==> config.mk <==
export PLATFORM = sky130hd
export DESIGN_NAME = buffer_fifo_ctrl_flat
export DESIGN_NICKNAME = d
export VERILOG_FILES = /design/src/rtl/buffer_fifo_ctrl_if.sv /design/src/rtl/buffer_fifo_ctrl.sv /design/src/flat_wrapper.sv
export SDC_FILE = /design/constraint.sdc
export NUM_CORES = 1
export LEC_CHECK = 0
export BUFFER_PORTS_ARGS = -buffer_cell sky130_fd_sc_hd__buf_4
export CELL_PAD_IN_SITES_DETAIL_PLACEMENT = 2
export CELL_PAD_IN_SITES_GLOBAL_PLACEMENT = 2
export CORE_MARGIN = 4
export CORE_UTILIZATION = 27
export DETAILED_ROUTE_END_ITERATION = 16
export PLACE_DENSITY = 0.83
export SLEW_MARGIN = 20
export SYNTH_ARGS = -nofsm -noshare
export SYNTH_HDL_FRONTEND = slang
export SYNTH_SLANG_ARGS = --single-unit
==> constraint.sdc <==
create_clock -name clk -period 3.6 [get_ports clk]
set_input_delay 0.18 -clock clk [delete_from_list [all_inputs] [get_ports clk]]
set_output_delay 0.18 -clock clk [all_outputs]
set_load 0.03 [all_outputs]
==> src/rtl/buffer_fifo_ctrl_if.sv <==
// rtl/buffer_fifo_ctrl_if.sv - stream and dpram signal bundle for buffer_fifo_ctrl
//   in_*  : write stream into the controller (data/valid/ready)
//   out_* : read stream out of the controller (data/valid/ready)
//   mem_* : dpram write port, read port and read data
//   slave  : controller view; master : producer/consumer/dpram view
interface buffer_fifo_ctrl_if #(
  parameter int DATA_WIDTH = 32,
  parameter int ADDR_WIDTH = 6
);
  logic [DATA_WIDTH-1:0] in_data;
  logic                  in_valid;
  logic                  in_ready;
  logic [DATA_WIDTH-1:0] out_data;
  logic                  out_valid;
  logic                  out_ready;
  logic [DATA_WIDTH-1:0] mem_data;
  logic [ADDR_WIDTH-1:0] mem_wraddress;
  logic                  mem_wren;
  logic [ADDR_WIDTH-1:0] mem_rdaddress;
  logic                  mem_rden;
  logic [DATA_WIDTH-1:0] mem_q;

  modport slave (
    input  in_data, in_valid, out_ready, mem_q,
    output in_ready, out_data, out_valid,
           mem_data, mem_wraddress, mem_wren, mem_rdaddress, mem_rden
  );

  modport master (
    output in_data, in_valid, out_ready, mem_q,
    input  in_ready, out_data, out_valid,
           mem_data, mem_wraddress, mem_wren, mem_rdaddress, mem_rden
  );
endinterface

==> src/rtl/buffer_fifo_ctrl.sv <==
// rtl/buffer_fifo_ctrl.sv - single-clock FIFO controller around buffer_dpram
//   clk, reset : single clock, synchronous active-high reset
//   flush      : synchronous clear of all contents
//   bus        : buffer_fifo_ctrl_if.slave (in stream, out stream, dpram ports)
//   level      : words held, dpram + in flight + output queue
//                (present only when BUFFER_FIFO_LEVEL_EN is defined)
module buffer_fifo_ctrl #(
  parameter int DATA_WIDTH = 32,
  parameter int ENTRIES    = 64,
  localparam int ADDR_WIDTH = $clog2(ENTRIES)
) (
  input  logic clk,
  input  logic reset,
  input  logic flush,
  buffer_fifo_ctrl_if.slave bus
`ifdef BUFFER_FIFO_LEVEL_EN
  ,
  output logic [ADDR_WIDTH+1:0] level
`endif
);

  logic [ADDR_WIDTH-1:0] wr_ptr, rd_ptr;
  logic [ADDR_WIDTH:0]   mem_count, mem_count_n;
  logic                  inflight;
  logic [1:0]            q_cnt, q_cnt_n, cnt_after_pop;
  logic [DATA_WIDTH-1:0] head, tail, head_n, tail_n;
  logic [2:0]            occ;
  logic                  wren, rden, pop, clr;

  assign clr  = reset | flush;
  assign pop  = bus.out_valid & bus.out_ready;
  assign wren = bus.in_valid & bus.in_ready;

  // Queue slots already claimed (held + arriving); a new read is allowed only
  // if it still fits after this cycle's pop.
  assign occ  = {1'b0, q_cnt} + {2'b00, inflight};
  assign rden = !clr && (mem_count != '0) && (occ < (3'd2 + {2'b00, pop}));

  assign bus.in_ready      = !clr && (mem_count < (ADDR_WIDTH+1)'(ENTRIES));
  assign bus.out_valid     = !clr && (q_cnt != 2'd0);
  assign bus.out_data      = reset ? '0 : head;
  assign bus.mem_data      = bus.in_data;
  assign bus.mem_wren      = wren;
  assign bus.mem_wraddress = wr_ptr;
  assign bus.mem_rden      = rden;
  assign bus.mem_rdaddress = rd_ptr;

  always_comb begin
    head_n        = head;
    tail_n        = tail;
    cnt_after_pop = q_cnt - {1'b0, pop};
    if (pop) begin
      head_n = tail;
    end
    // The word read last cycle is on mem_q now; it goes to the first free slot.
    if (inflight) begin
      if (cnt_after_pop == 2'd0) begin
        head_n = bus.mem_q;
      end else begin
        tail_n = bus.mem_q;
      end
    end
    q_cnt_n     = cnt_after_pop + {1'b0, inflight};
    mem_count_n = mem_count + (ADDR_WIDTH+1)'(wren) - (ADDR_WIDTH+1)'(rden);
  end

  always_ff @(posedge clk) begin
    if (clr) begin
      wr_ptr    <= '0;
      rd_ptr    <= '0;
      mem_count <= '0;
      inflight  <= 1'b0;
      q_cnt     <= 2'd0;
      head      <= '0;
      tail      <= '0;
    end else begin
      // ENTRIES is a power of two, so pointer wrap is natural overflow.
      wr_ptr    <= wr_ptr + ADDR_WIDTH'(wren);
      rd_ptr    <= rd_ptr + ADDR_WIDTH'(rden);
      mem_count <= mem_count_n;
      inflight  <= rden;
      q_cnt     <= q_cnt_n;
      head      <= head_n;
      tail      <= tail_n;
    end
  end

`ifdef BUFFER_FIFO_LEVEL_EN
  always_ff @(posedge clk) begin
    if (clr) begin
      level <= '0;
    end else begin
      level <= (ADDR_WIDTH+2)'(mem_count_n) + (ADDR_WIDTH+2)'(rden) + (ADDR_WIDTH+2)'(q_cnt_n);
    end
  end
`endif

endmodule
==> src/flat_wrapper.sv <==
// flat-port wrapper written by rule: the top's interface ports become plain ports
module buffer_fifo_ctrl_flat 
#(
  parameter int DATA_WIDTH = 32,
  parameter int ENTRIES    = 64,
  localparam int ADDR_WIDTH = $clog2(ENTRIES)
)
  (clk, reset, flush, bus_in_data, bus_in_valid, bus_out_ready, bus_mem_q, bus_in_ready, bus_out_data, bus_out_valid, bus_mem_data, bus_mem_wraddress, bus_mem_wren, bus_mem_rdaddress, bus_mem_rden);
  buffer_fifo_ctrl_if #(.DATA_WIDTH(DATA_WIDTH)) bus_i ();
  input  logic clk;
  input  logic reset;
  input  logic flush;
  input wire logic [$bits(bus_i.in_data)-1:0] bus_in_data;
  input wire logic [$bits(bus_i.in_valid)-1:0] bus_in_valid;
  input wire logic [$bits(bus_i.out_ready)-1:0] bus_out_ready;
  input wire logic [$bits(bus_i.mem_q)-1:0] bus_mem_q;
  output wire logic [$bits(bus_i.in_ready)-1:0] bus_in_ready;
  output wire logic [$bits(bus_i.out_data)-1:0] bus_out_data;
  output wire logic [$bits(bus_i.out_valid)-1:0] bus_out_valid;
  output wire logic [$bits(bus_i.mem_data)-1:0] bus_mem_data;
  output wire logic [$bits(bus_i.mem_wraddress)-1:0] bus_mem_wraddress;
  output wire logic [$bits(bus_i.mem_wren)-1:0] bus_mem_wren;
  output wire logic [$bits(bus_i.mem_rdaddress)-1:0] bus_mem_rdaddress;
  output wire logic [$bits(bus_i.mem_rden)-1:0] bus_mem_rden;
  assign bus_i.in_data = bus_in_data;
  assign bus_i.in_valid = bus_in_valid;
  assign bus_i.out_ready = bus_out_ready;
  assign bus_i.mem_q = bus_mem_q;
  assign bus_in_ready = bus_i.in_ready;
  assign bus_out_data = bus_i.out_data;
  assign bus_out_valid = bus_i.out_valid;
  assign bus_mem_data = bus_i.mem_data;
  assign bus_mem_wraddress = bus_i.mem_wraddress;
  assign bus_mem_wren = bus_i.mem_wren;
  assign bus_mem_rdaddress = bus_i.mem_rdaddress;
  assign bus_mem_rden = bus_i.mem_rden;
  buffer_fifo_ctrl #(.DATA_WIDTH(DATA_WIDTH), .ENTRIES(ENTRIES)) u_core (.clk(clk), .reset(reset), .flush(flush), .bus(bus_i));
endmodule
# [Yosys cells after proc, flatten, opt, wreduce, memory -nomap -nowiden]
# Cells that the tools add are included.
[classes] n_addsub=8 multipliers=0 div=0 magnitude_cmp=2 eq_ne=0 shift=0 muxes=4 bitwise_logic=4 reduce_logical=9
[ops] cell="2-to-1 mux 32 bit" count=4
[ops] cell="adder 6 x 1 -> 6 bit" count=2
[ops] cell="adder 7 x 1 -> 7 bit" count=1
[ops] cell="less-than comparator 7 bit, second input constant" count=1
[ops] cell="nonzero test 7 bit" count=1
[ops] cell="subtractor 7 x 1 -> 7 bit" count=1
[ops] cell="logical AND 1 bit" count=4
[ops] cell="adder 2 x 1 -> 3 bit" count=1
[ops] cell="adder 2 x 1 -> 3 bit, first input constant" count=1
[ops] cell="less-than comparator 3 bit" count=1
[ops] cell="adder 2 x 1 -> 2 bit" count=1
[ops] cell="AND 1 bit" count=2
[ops] cell="logical NOT 2 bit" count=1
[ops] cell="AND reduction 2 bit" count=1
[ops] cell="nonzero test 2 bit" count=1
[ops] cell="subtractor 2 x 1 -> 2 bit" count=1
[ops] cell="logical NOT 1 bit" count=1
[ops] cell="NOT 1 bit" count=1
[ops] cell="bitwise OR 1 bit" count=1
[word_totals] reg_bits=86 latchBits=0 mem_bits_rw=0 rom_bits=0 input_bits=69 out_inout_bits=80 wordCells=34 n_memories=0

# [Longest topological paths before layout]
[logic_depth] word_depth=8 ltp_mapped=13 depth_no_buf=13

# [Worst setup path before layout]
# Ideal clock, no wire load.
[synth_timing] path_kind="register to register" startpoint="register u_core.inflight" endpoint="register u_core.mem_count[6]" setup_time_ns=0.062 arrival_time_ns=2.664 required_time_ns=3.538 setup_slack_ns=0.874 path_stages_with_launch=13 path_buffers=0 synth_period_minus_slack_ns=2.726 path_cell_list="dfxtp_1 ha_1 ha_1 o21ai_0 and3_1 ha_1 inv_1 ha_1 fa_1 a211o_1 nand3_1 or4b_1 nand3_1"
[synth_between] elab_chain_cells=4
[synth_rtl] element="start, declared" line="buffer_fifo_ctrl.sv:24" rtl="logic inflight;"
[synth_rtl] element="start signal, assigned" line="buffer_fifo_ctrl.sv:81" rtl="inflight <= rden;"
[synth_rtl] element="adder 2 x 1 -> 3 bit" line="buffer_fifo_ctrl.sv:36" rtl="assign occ = {1'b0, q_cnt} + {2'b00, inflight};"
[synth_rtl] element="less-than comparator 3 bit" line="buffer_fifo_ctrl.sv:37" rtl="assign rden = !clr && (mem_count != '0) && (occ < (3'd2 + {2'b00, pop}));"
[synth_rtl] element="logical AND 1 bit" line="buffer_fifo_ctrl.sv:37"
[synth_rtl] element="via bus_mem_rden" line="flat_wrapper.sv:24" rtl="output wire logic [$bits(bus_i.mem_rden)-1:0] bus_mem_rden;"
[synth_rtl] element="subtractor 7 x 1 -> 7 bit" line="buffer_fifo_ctrl.sv:64" rtl="mem_count_n = mem_count + (ADDR_WIDTH+1)'(wren) - (ADDR_WIDTH+1)'(rden);"
[synth_rtl] element="end signal, assigned" line="buffer_fifo_ctrl.sv:80" rtl="mem_count <= mem_count_n;"
[synth_rtl] element="end, declared" line="buffer_fifo_ctrl.sv:23" rtl="logic [ADDR_WIDTH:0] mem_count, mem_count_n;"
# The timed path passes the listed nets, and every way through them passes these cells.
# A chain may end at the register's enable or synchronous reset.

# [Worst setup path in the final report]
[layout_timing] startpoint="register u_core.q_cnt[1]" endpoint="register u_core.head[15]"
[layout_between] elab_chain_cells=7 elab_cells_between_ends=8 cone_classes="add/sub: 1; mux: 3; bitwise: 1; reduce/logical: 3"
[layout_rtl] element="start, declared" line="buffer_fifo_ctrl.sv:25" rtl="logic [1:0] q_cnt, q_cnt_n, cnt_after_pop;"
[layout_rtl] element="start signal, assigned" line="buffer_fifo_ctrl.sv:82" rtl="q_cnt <= q_cnt_n;"
[layout_rtl] element="nonzero test 2 bit" line="buffer_fifo_ctrl.sv:40" rtl="assign bus.out_valid = !clr && (q_cnt != 2'd0);"
[layout_rtl] element="logical AND 1 bit" line="buffer_fifo_ctrl.sv:40"
[layout_rtl] element="AND 1 bit" line="buffer_fifo_ctrl.sv:31" rtl="assign pop = bus.out_valid & bus.out_ready;"
[layout_rtl] element="subtractor 2 x 1 -> 2 bit" line="buffer_fifo_ctrl.sv:51" rtl="cnt_after_pop = q_cnt - {1'b0, pop};"
[layout_rtl] element="logical NOT 2 bit" line="buffer_fifo_ctrl.sv:57" rtl="if (cnt_after_pop == 2'd0) begin"
[layout_rtl] element="2-to-1 mux 32 bit" line="buffer_fifo_ctrl.sv:57"
[layout_rtl] element="2-to-1 mux 32 bit *" line="buffer_fifo_ctrl.sv:56" rtl="if (inflight) begin"
[layout_rtl] element="end signal, assigned" line="buffer_fifo_ctrl.sv:83" rtl="head <= head_n;"
[layout_rtl] element="end, declared" line="buffer_fifo_ctrl.sv:26" rtl="logic [DATA_WIDTH-1:0] head, tail, head_n, tail_n;"
# Every way passes the cells marked *; elsewhere a longest branch is shown, timed or not.

==> results.md <==
- FF-to-FF path depth: 10
- Hold Path Stages: 3
- Pre-Repair DR Iteration Count: 4
- Clock Path Buffers: 2
- Reg power frac: a little under 40%
- CP peak stage delay: approximately 0.5 ns
- Core Box Area: 14750 um^2
- Die area: 17280 um^2
- Starting Density: 27.89%
- Hold Path Class: input pin to flop
- CTS buffer count: 9
- Final Cycle Share: between 80% and 90%
- Number of library cell types mapped by synthesis: 39
- Largest net degree at the start of global routing: 109
- Via density: 4.997
- Antenna Violating Nets Remaining: 0
- Synth Cell Area: between 4000 and 5000 um^2
- Core Util, Final: between 30% and 40%
- Die H: 131.5 um
- Setup TNS: 0 ns
- Crit. Startpoint: u_core.q_cnt[1]$_SDFF_PP0_
- Hold endpoint: u_core.tail[30]$_SDFFE_PP0P_
- Combinational share of power: between 20% and 30%
- Area share of the largest cell type after synthesis: 41.84%
- Total global routing overflow: 0
- PnR worst setup slack: approximately 0.61 ns
- Top cell type by total area after synthesis: dfxtp_1
- WP data required: between 3 and 4 ns
- Via count: ~3700
- Reg2reg end: u_core.head[15]$_SDFF_PP0_
- Hold Vio Cnt, Final: 0
- Yosys reg bits: 86
- Critical Path AT: roughly 3.2 ns
- Final Net Count: roughly 640
- XOR/XNOR Fraction of Synth Area: between 2 and 3%
- Setup crit start kind: flop
- Worst vdd ir: 0.2699 mV
- Area grow syn2layout: 21.74%
- Clock power share: between 40% and 50%
- First-pass GRT wire length: between 20000 and 25000 um
- Switching power: about 760 uW
- Row cnt: 44
- Area of the multi-input gates: slightly below 2000 um^2
- Root buf cell: clkbuf_16
- FMAX: approximately 0.33 GHz
- Worst R2R Setup Slack: 0.61 ns
- Worst-Skew Late Latency: around 0.34 ns
- Routed len/inst: 16.94 um
- Ys Warns: 0
- Final Critical Period: ~3.0 ns
- Place WS: approximately 0.48 ns
- Post-Synth Adder-Cell Area: 5.655%
- Synthesized Nets: roughly 600
- Hold path startpoint: bus_mem_q[30]
- Final Hold Slack: between 0.06 and 0.07 ns
- Top-count cell post-synth: nand2_1
- CTS tree: built
- GP Congestion: between 0.7 and 0.8
- DRT iter0 DRCs: approximately 220
- Final setup violating endpoints: 0
- Max-cap violations: 0
- Sw frac: between 20% and 30%
- Worst-path cell chain: nor2_1 -> nand3b_2 -> buf_4 -> inv_2 -> ha_1 -> xnor2_1 -> nand3_2 -> buf_4 -> o21ai_0 -> a31oi_1
- Synth cell count leaders: 99 x nand2_1, 86 x dfxtp_1, 66 x o21ai_0, 39 x nand3_1
- Status: finished clean
- Worst Skew: between 0.005 and 0.006 ns
- Compound-Gate Fraction of Synth Area: roughly 15%
- Fill count: about 1700
- Reg-to-Reg Start: u_core.q_cnt[1]$_SDFF_PP0_
- CP Buf/Inv Count: 3
- CTS resizes: 0
- Power Total: around 2.7 mW
- Worst-Margin Slew: roughly 1.0 ns
- Final wirelength: about 13000 um
- Post-synth ARST share: 0%
- Multiplexer share of the synthesized area: 0%
- I/O Buffers: 84
- Worst path slowest cell: nand3_2
- CP top delay family: simple AND/OR/NAND/NOR gates
- IO Count: between 100 and 150
- Critical path endpoint category: flop
- GRT Util Overall: 14.76%
- RSZ-0062 raised after global routing: no
- Number of synthesized flops with an enable pin: 0
- Clk sink count: 86
- Vias in the first global route: approximately 4200
- P_leak: about 1.9 nW
- Main combinational cell family by area after synthesis: simple AND/OR/NAND/NOR gates
- Hpwl dp: roughly 8600 um
- Share of layout cells above drive strength 1: between 10% and 20%
- Worst-path clk slew: ~0.060 ns
- Antenna diodes: 0
- Number of post-CTS setup repair buffers: 0
- Gate count of the mapped netlist: 514
- Hold Buf Count CTS: 0
- Initial antenna violation count: 0
- Reg area: roughly 1700 um^2
- CP max FO: 36
- Critical path class: flop to flop
- Ys flop type: dfxtp_1
- Final Slew Violations: 0
- # DRC: 0
- Int Power: about 1.9 mW
- PD cells: ~540 nW/um^2
- Sequential share of the synthesized area: between 40% and 50%
- Avg Inst Size Synth: 8.006 um^2
- Synth area leaders: dfxtp_1 42%, nand2_1 9.0%, o21ai_0 8.0%, buf_4 5.8%, ha_1 5.2%
- Simple-Gate Fraction of Synth Area: around a quarter
- H-tree depth: 3
- Die W: 131.5 um
- Slew HR: between 30% and 40%
- Cell repeated most along the worst path: buf_4
## cell families after synthesis
group           Yosys count
flops                    86
simple gates            213
buf+inv                  77
xor+xnor                 13
fa+ha+maj                18
compound gates          107
## per-stage QoR
stage                     instance area [um^2]  std cells
after floorplan                           4115        514
after global placement                    4659        723
after detailed placement                  4659        723
after CTS                                 5010        739
after global routing                      5010        739
final                                     5010        739
## worst max-delay path by stage
stage | slack (ns) | to | depth (start not counted)
floorplan | 0.87 | u_core.mem_count[6]$_SDFF_PP0_ | 12
global placement | 0.71 | u_core.head[17]$_SDFF_PP0_ | 11
detailed placement | 0.48 | u_core.head[28]$_SDFF_PP0_ | 11
CTS | 0.55 | u_core.head[26]$_SDFF_PP0_ | 10
global route | 0.26 | u_core.head[15]$_SDFF_PP0_ | 10
finish | 0.61 | u_core.head[15]$_SDFF_PP0_ | 10
## layout make-up
type / instances / area share (%)
Multi-Input combinational cell: 351 / 39.34
Sequential cell: 86 / 34.37
Timing Repair Buffer: 91 / 13.89
Clock buffer: 13 / 5.195
Tap cell: 184 / 4.595
Clock inverter: 3 / 1.798
Inverter: 11 / 0.8242
## sequential cells by signal (all words and copies together) (netlist names)
name and count:
u_core.head 32, u_core.tail 32, u_core.mem_count 7, u_core.bus.mem_rdaddress 6, u_core.bus.mem_wraddress 6, u_core.q_cnt 2, u_core.inflight 1
## metal layers
metal / GRT usage [%] / wire (um) / vias up
met1: 17.03 / 5416 / 1807
li1: - / - / 1770
met2: 26.07 / 6316 / 90
met3: 3.708 / 516 / 26
met5: 0 / 0 / -
met4: 6.068 / 273 / 0
## layout by cell type, fill, tap and decap left out, drive strengths merged, types with 4 or more instances in the layout
master | synthesis | layout
a31oi | 32 | 32
and2 | 7 | 7
and3 | 4 | 4
buf | 47 | 91
clkbuf | 19 | 13
dfxtp | 86 | 86
ha | 17 | 17
inv | 11 | 11
nand2 | 99 | 99
nand3 | 40 | 40
nor2 | 19 | 19
nor2b | 31 | 31
o21ai | 66 | 66
xnor2 | 7 | 7
xor2 | 6 | 6
## power by group through the flow
| stage | Combinational [mW] | Clock, mW | Sequential [mW] |
|---|---|---|---|
| after floorplan | 0.427 | 0 | 1.06 |
| after global placement | 0.503 | 0 | 1.06 |
| after detailed placement | 0.544 | 0 | 1.07 |
| after CTS | 0.552 | 1.13 | 1.05 |
| after global routing | 0.616 | 1.17 | 1.05 |
| final | 0.541 | 1.10 | 1.05 |
## worst reg2reg max path: stages, from the launching register on
cell and delay, ns:
dfxtp_1 0.34, nor2_1 0.13, nand3b_2 0.17, buf_4 0.27, inv_2 0.06, ha_1 0.19, xnor2_1 0.43, nand3_2 0.52
buf_4 0.44, o21ai_0 0.23, a31oi_1 0.07
(Power assumes the default switching activity.)
